`config.mk`:
```
export PLATFORM = sky130hd
export DESIGN_NAME = wb_scheduler
export DESIGN_NICKNAME = d
export VERILOG_FILES = /design/src/rtl/wb_scheduler_pkg.sv /design/src/rtl/wb_scheduler_rr_arbiter.sv /design/src/rtl/wb_scheduler.sv
export SDC_FILE = /design/constraint.sdc
export NUM_CORES = 1
export LEC_CHECK = 0
export BUFFER_PORTS_ARGS = -buffer_cell sky130_fd_sc_hd__buf_2
export CAP_MARGIN = 20
export CORE_UTILIZATION = 27
export DETAILED_ROUTE_END_ITERATION = 8
export PLACE_DENSITY = 0.53
export SYNTH_ARGS = -nofsm -noshare
export SYNTH_HDL_FRONTEND = slang
export SYNTH_SLANG_ARGS = --single-unit
```
`constraint.sdc`:
```
create_clock -name i_clk -period 5.3 [get_ports i_clk]
set_input_delay 1.06 -clock i_clk [delete_from_list [all_inputs] [get_ports i_clk]]
set_output_delay 1.06 -clock i_clk [all_outputs]
set_load 0.05 [all_outputs]
```
`src/rtl/wb_scheduler_pkg.sv`:
```
// Shared types and constants for the writeback scheduler and its arbiter.
package wb_scheduler_pkg;

  typedef logic [4:0]  creg_addr_t;
  typedef logic [63:0] u64;

  localparam int N_WB_REQ         = 3;
  localparam int AREG_WRITE_PORTS = 2;

  typedef struct packed {
    logic       valid;
    creg_addr_t wa;
    u64         wd;
  } wb_req_t;

  // Pointer width for an n-way round-robin; never collapses to zero bits.
  function automatic int ptr_w(input int n);
    return (n > 1) ? $clog2(n) : 1;
  endfunction

endpackage

```
`src/rtl/wb_scheduler_rr_arbiter.sv`:
```
// Combinational N-way round-robin arbiter granting up to M requesters per cycle.
// Grants are handed out in scan order starting at i_ptr; the k-th grant is
// reported on port slot k together with the index of the requester it carries.
module wb_scheduler_rr_arbiter
  import wb_scheduler_pkg::*;
#(
  parameter int N  = 3,
  parameter int M  = 2,
  parameter int PW = ptr_w(N)
) (
  input  logic [N-1:0]  i_valid,
  input  logic [PW-1:0] i_ptr,
  output logic [N-1:0]  o_grant,
  output logic [PW-1:0] o_port_idx [M],
  output logic [M-1:0]  o_port_vld,
  output logic [PW-1:0] o_next_ptr
);

  int   w_cnt;
  int   w_idx;
  int   w_last;
  logic w_any;

  // Scan from the pointer upward, modulo N, and fill port slots in order.
  always_comb begin
    o_grant    = '0;
    o_port_vld = '0;
    for (int k = 0; k < M; k++) o_port_idx[k] = '0;
    w_cnt  = 0;
    w_idx  = 0;
    w_last = 0;
    w_any  = 1'b0;
    for (int i = 0; i < N; i++) begin
      w_idx = (int'(i_ptr) + i) % N;
      if (i_valid[w_idx] && (w_cnt < M)) begin
        o_grant[w_idx]    = 1'b1;
        o_port_idx[w_cnt] = PW'(w_idx);
        o_port_vld[w_cnt] = 1'b1;
        w_cnt             = w_cnt + 1;
        w_last            = w_idx;
        w_any             = 1'b1;
      end
    end
    o_next_ptr = w_any ? PW'((w_last + 1) % N) : i_ptr;
  end

endmodule

```
`src/rtl/wb_scheduler.sv`:
```
// Writeback scheduler and register scoreboard.
// Tracks destination registers with outstanding writes, holds issue on any
// hazard against them, and arbitrates writeback sources onto the register
// file write ports through one registered stage.
module wb_scheduler
  import wb_scheduler_pkg::*;
#(
  parameter int N_REQ       = N_WB_REQ,
  parameter int WRITE_PORTS = AREG_WRITE_PORTS
) (
  input  logic               i_clk,
  input  logic               i_reset,
  input  logic               i_issue_valid,
  input  creg_addr_t         i_issue_src1,
  input  creg_addr_t         i_issue_src2,
  input  creg_addr_t         i_issue_dst,
  output logic               o_issue_ready,
  input  logic [N_REQ-1:0]   i_req_valid,
  input  creg_addr_t         i_req_wa [N_REQ],
  input  u64                 i_req_wd [N_REQ],
  output logic [N_REQ-1:0]   o_req_ready,
  output creg_addr_t         o_wa     [WRITE_PORTS],
  output logic               o_wvalid [WRITE_PORTS],
  output u64                 o_wd     [WRITE_PORTS],
  output logic [31:0]        o_pending
);

  localparam int PW = ptr_w(N_REQ);

  wb_req_t          w_req [N_REQ];
  logic [PW-1:0]    r_rr_ptr;
  logic [N_REQ-1:0] w_grant;
  logic [PW-1:0]    w_port_idx [WRITE_PORTS];
  logic [WRITE_PORTS-1:0] w_port_vld;
  logic [PW-1:0]    w_next_ptr;

  logic [31:0]      r_pending;
  logic [31:0]      w_set;
  logic [31:0]      w_clr;
  logic [31:0]      w_pending_nxt;

  creg_addr_t       r_wa     [WRITE_PORTS];
  logic             r_wvalid [WRITE_PORTS];
  u64               r_wd     [WRITE_PORTS];

  // Bundle the flat request inputs into one record per requester.
  always_comb begin
    for (int i = 0; i < N_REQ; i++) begin
      w_req[i].valid = i_req_valid[i];
      w_req[i].wa    = i_req_wa[i];
      w_req[i].wd    = i_req_wd[i];
    end
  end

  wb_scheduler_rr_arbiter #(
    .N  (N_REQ),
    .M  (WRITE_PORTS),
    .PW (PW)
  ) u_arb (
    .i_valid    (i_req_valid),
    .i_ptr      (r_rr_ptr),
    .o_grant    (w_grant),
    .o_port_idx (w_port_idx),
    .o_port_vld (w_port_vld),
    .o_next_ptr (w_next_ptr)
  );

  assign o_req_ready = w_grant;

  // Hazard check sees registered pending only; bit 0 is never set, so x0 is always free.
  assign o_issue_ready = !r_pending[i_issue_src1] && !r_pending[i_issue_src2] &&
                         !r_pending[i_issue_dst];

  // Next scoreboard: clear what the register file writes this edge, then set the new
  // destination so a set always wins an overlap.
  always_comb begin
    w_set = '0;
    w_clr = '0;
    if (i_issue_valid && o_issue_ready && (i_issue_dst != '0))
      w_set[i_issue_dst] = 1'b1;
    for (int p = 0; p < WRITE_PORTS; p++) begin
      if (r_wvalid[p] && (r_wa[p] != '0))
        w_clr[r_wa[p]] = 1'b1;
    end
    w_pending_nxt = ((r_pending & ~w_clr) | w_set) & ~32'h1;
  end

  // Scoreboard and round-robin pointer registers.
  always_ff @(posedge i_clk or posedge i_reset) begin
    if (i_reset) begin
      r_pending <= '0;
      r_rr_ptr  <= '0;
    end else begin
      r_pending <= w_pending_nxt;
      r_rr_ptr  <= w_next_ptr;
    end
  end

  // Output stage: each granted request lands on its port; x0 writes are granted but not enabled.
  always_ff @(posedge i_clk or posedge i_reset) begin
    if (i_reset) begin
      for (int p = 0; p < WRITE_PORTS; p++) begin
        r_wa[p]     <= '0;
        r_wvalid[p] <= 1'b0;
        r_wd[p]     <= '0;
      end
    end else begin
      for (int p = 0; p < WRITE_PORTS; p++) begin
        if (w_port_vld[p]) begin
          r_wa[p]     <= w_req[w_port_idx[p]].wa;
          r_wvalid[p] <= (w_req[w_port_idx[p]].wa != '0);
          r_wd[p]     <= w_req[w_port_idx[p]].wd;
        end else begin
          r_wa[p]     <= '0;
          r_wvalid[p] <= 1'b0;
          r_wd[p]     <= '0;
        end
      end
    end
  end

  assign o_wa      = r_wa;
  assign o_wvalid  = r_wvalid;
  assign o_wd      = r_wd;
  assign o_pending = r_pending;

endmodule

```
# After elaboration in Yosys (flattened, before gate mapping)
# Cells that the tools add are included.
# op_classes
n_addsub,4
div_mod_pow,4
order_cmp,26
mux,68
bitwise,12
reduce_logical,26
# op_table
op,count
binary-select mux 70 bit (select 2 bit),2
2-to-1 mux 69 bit,4
2-to-1 mux 32 bit,7
greater-or-equal comparator 32 x 1 -> 1 bit (second input constant),4
2-to-1 mux 64 bit,2
less-than comparator 32 x 4 -> 1 bit (second input constant),3
modulo 32 x 3 -> 32 bit (second input constant),3
greater-or-equal comparator 32 x 2 -> 1 bit (second input constant),2
less-than comparator 32 x 1 -> 1 bit (second input constant),2
less-than comparator 32 x 3 -> 1 bit (second input constant),2
NOT 32 bit,2
OR 32 bit,2
adder 32 x 2 -> 32 bit (second input constant),1
AND 32 bit,1
modulo 3 x 3 -> 32 bit (second input constant),1
NOT 1 -> 32 bit,1
less-than comparator 5 x 6 -> 1 bit (second input constant),5
nonzero test 5 bit,5
2-to-1 mux 1 bit,23
logical AND 1 bit,18
binary-select mux 1 bit (select 5 bit),3
demux 1 bit (select 5 bit),3
greater-or-equal comparator 5 x 1 -> 1 bit (second input constant),3
2-to-1 mux 2 bit,5
other kinds (19),36
# word_totals
regBits,173
inputBits,228
word_cells,148

# Longest topological paths before layout
# logic_depth
depth_word,21
mapped_depth,26

# Cells and area by module
# From an unflattened synthesis, not the netlist that was laid out.
# hier_totals
cells_unflattened,1251
area_unflattened_um2,11081.9
# modules_own_cells
module,n_inst,cells_per_inst,area_per_inst_um2
wb_scheduler,1,1047,9581.7
wb_scheduler_rr_arbiter,1,204,1500.2

# Worst setup path after synthesis
# Ideal clock, no wire load.
# synth_path
kind,input-to-reg
from,input port i_req_valid[2]
to,register r_rr_ptr[1]
setup_time_ns,0.082
arrival_ns,5.232
required_time_ns,5.218
path_slack_ns,-0.014
path_stages,20
path_buffers,0
path_cell_list,nor3b_2 > a21o_1 > nand2_2 > a221oi_4 > inv_1 > ha_1 > or4_4 > a21oi_2 > o21ai_2 > a21oi_1 > ha_1 > nor3b_4 > a211oi_4 > xnor2_1 > ha_1 > xor2_1 > nand2_1 > o21bai_1 > o221ai_1 > a31oi_1
# synth_via
elab_chain_cells,12
# synth_rtl
item,line,text
start: declaration,wb_scheduler.sv:18,"input logic [N_REQ-1:0] i_req_valid,"
binary-select mux 1 bit (select 2 bit),wb_scheduler_rr_arbiter.sv:35,if (i_valid[w_idx] && (w_cnt < M)) begin
2-to-1 mux 1 bit (implied by the code) (2 in a row),wb_scheduler_rr_arbiter.sv:35,
2-to-1 mux 1 bit,wb_scheduler_rr_arbiter.sv:35,
less-than comparator 1 x 2 -> 1 bit,wb_scheduler_rr_arbiter.sv:35,
logical AND 1 bit,wb_scheduler_rr_arbiter.sv:35,
2-to-1 mux 32 bit,wb_scheduler_rr_arbiter.sv:35,
less-than comparator 32 x 3 -> 1 bit,wb_scheduler_rr_arbiter.sv:35,
logical AND 1 bit,wb_scheduler_rr_arbiter.sv:35,
2-to-1 mux 32 bit,wb_scheduler_rr_arbiter.sv:35,
adder 32 x 2 -> 32 bit,wb_scheduler_rr_arbiter.sv:44,o_next_ptr = w_any ? PW'((w_last + 1) % N) : i_ptr;
modulo 32 x 3 -> 32 bit,wb_scheduler_rr_arbiter.sv:44,
end signal: assignment,wb_scheduler.sv:95,r_rr_ptr <= w_next_ptr;
end: declaration,wb_scheduler.sv:31,logic [PW-1:0] r_rr_ptr;
# Several ways; a longest one is shown, not always the timed one. The select of a mux whose other input is x is not followed.
# A chain may end at the register's enable or synchronous reset.

# Worst setup path after layout
# layout_path
from,register r_rr_ptr[0]
to,register r_rr_ptr[1]
# layout_via
elab_chain_cells,13
# layout_rtl
item
branches (longest 13 deep; another with modulo 32 x 3 -> 32 bit)
# Several ways; the timed one is not identified. The select of a mux whose other input is x is not followed.

==> out/metrics.cfg <==
[final_layout]
area_delta_synth_final_pct=32.19
regArea_mm2=0.004329
design_area_mm2=0.01387
stdcell_count=2079
utilization_pct=36.57
multi_input_area_mm2=0.005823
fin_nets=1791
layout-drive-gt1-share_pct=34.74
final_cell_mix=buf_2 (402), nand2_1 (188), dfrtp_1 (173), nor2_1 (166), a21oi_1 (141)
layout_commonest_cell=buf_2
num-fill-cells=3967

[critical_path]
worstSetupEndpointType=flip-flop
cp_max_fo=8
cp-start-kind=flip-flop
crit_type=reg -> reg
worstPathArrival_ns=5.29
required_ns=5.67
rr_worst_depth=22

[logic_synthesis]
synth.distinct_cells=77
syn_inst=1179
ys_ff_latch=173
yosysSeqAreaShare_pct=41.25
syn_area_mm2=0.01049
synth_fp_nets=1423
ys.flop_type=dfrtp_1
yosys_warnings=0
synth_async_sr_flop_share_pct=100.0
synth_edf_count=0
avgSynthCellArea_um2=8.901

[global_routing]
grt_antenna_before_repair=15
grt_pass1_wl_um=64750
grt_usage_pct=21.75
grt_pass1_vias=10490
grt_overflow_total=0
grt_max_degree=114

[route]
drt_iter0_markers=636
routed_wl_um=43570
firstDrtPassIters=5
drtAntennaViolNets=0
wire_per_inst_um=20.95
vias=10800
viasPerCell=5.196
drc=0

[placed_design]
place.gp.congestion=0.8778
dp_cells=2039
dpl.hpwl_um=31890
place_area_mm2=0.01320
port_buffers=402

[clocking]
clk_latency_ns=0.45
cts_tree=built
clock_tree.buffer_depth=2
cts_buffers=17
cts-root-buf=clkbuf_16
clock_sinks=173
ctsHtreeMaxLevel=4
path_clk_slew_ns=0.07

[sta]
finClkSkew_ns=0.01205
max_freq_mhz=203.1
final_hold_viol_count=0
slew_headroom_pct=32.52
finalSetupTns_ns=0
maxSlewViolCount=0
finalCriticalPeriod_ns=4.924
finalSetupViolCount=0
fin_crit_sh_pct=92.90
worst_pin_slew_ns=1.010
rsz0062_at_grt=no

[job]
cap_violations=0

[die]
die_area_mm2=0.03966
fp.dieW_um=199.1
core_mm2=0.03793
die_h_um=199.1
rows=71
start_util_pct=27.66
io_pins=404

[outcome]
status=finished, final reports clean

[worst_hold_path]
min_path_cells=2
worstHoldPathType=reg -> reg

[logic make-up (layout without fill, tap and decap cells)]
family	Yosys count	after routing	share of synthesized area (%)
buffers and inverters	106	487	4.090
muxes	111	111	13.88
and+or+nand+nor	441	441	18.41
AOI/OAI and AO/OA	325	325	19.92
other	1	9	0.03574
xor gates and xnor gates	6	6	0.5009
adders and majority gates	16	16	1.908
DFF	173	173	41.25
[final timing paths]
check,start,endpoint,slack (ns)
worst min register to register,o_pending[7],o_pending[7],0.57
worst max register to register,r_rr_ptr[0],r_rr_ptr[1],0.38
min in group asynchronous,i_reset,o_wd[124],0.58
worst max-delay path,r_rr_ptr[0],r_rr_ptr[1],0.38
max in group asynchronous,i_reset,o_wd[6],3.75
worst min-delay path,o_pending[7],o_pending[7],0.57
[registers in the layout (all words and copies together) (netlist names)]
name	cells
o_wa	10
o_wvalid	2
o_wd	128
r_rr_ptr	2
o_pending	31
[timing repair]
| action | CTS | global route |
|---|---|---|
| setup buffers | 0 | 0 |
| hold buffers | 0 | 0 |
| endpoints found under the setup margin | 0 | 2 |
| resized for setup | 0 | 6 |
| endpoints found under the hold margin | 0 | 0 |
[per-layer routing]
metal / vias to the layer above / part of all wire [%] / global-route usage, %
met3: 63 / 8.3 / 6.414
met4: 8 / 2.4 / 7.350
met1: 5295 / 40 / 27.14
met2: 476 / 49 / 35.66
met5: - / 0.11 / 0
li1: 4961 / - / -
[critical path, stage by stage, from the launching register on]
cell,delay (ns)
dfrtp_1,0.38
inv_1,0.17
ha_2,0.39
nor3b_4,0.30
a21o_1,0.16
nand2_2,0.08
a221oi_4,0.30
inv_1,0.11
ha_1,0.30
or4_4,0.55
or2_4,0.25
o21ai_2,0.07
a21oi_1,0.10
ha_2,0.22
nor3_1,0.32
a211oi_4,0.07
xnor2_1,0.14
ha_1,0.31
xor2_1,0.16
nand2_1,0.08
o21bai_1,0.11
o221ai_1,0.12
a31oi_1,0.15
[cell usage after synthesis, types with 6 or more instances]
master,number,share of area [%]
a211oi_1,67,4.8
a21oi_1,143,6.8
a22oi_1,25,1.8
a31oi_1,6,0.36
buf_1,7,0.25
clkbuf_1,76,2.7
dfrtp_1,173,41
ha_1,16,1.9
inv_1,13,0.47
mux2i_1,77,7.3
mux4_2,25,5.4
nand2_1,188,6.7
nand3_1,13,0.62
nand4_1,8,0.48
nor2_1,166,5.9
nor2b_1,7,0.42
nor3_1,9,0.43
nor3b_1,10,0.72
o21ai_0,37,1.8
[through the flow]
step,hold slack [ns],setup slack (ns)
4_1_cts,0.5565,0.1597
3_3_place_gp,0.5375,0.03682
3_5_place_dp,0.5528,0.0007216
6_report,0.5682,0.3762
2_1_floorplan,0.5931,0.03909
5_1_grt,0.5713,0.02198
[area by class of cell]
class	count	share of cell area, %
clock inverters	14	1.407
clock buffers	18	3.094
well taps	511	4.609
diodes	8	0.1443
inverters	15	0.4600
multi-input cells	900	41.98
repair buffers	440	17.10
flip-flops and latches	173	31.21
Power is left out: the tool's default activity adds up to more than one toggle a clock period on the data nets, which glitch-free logic cannot reach.
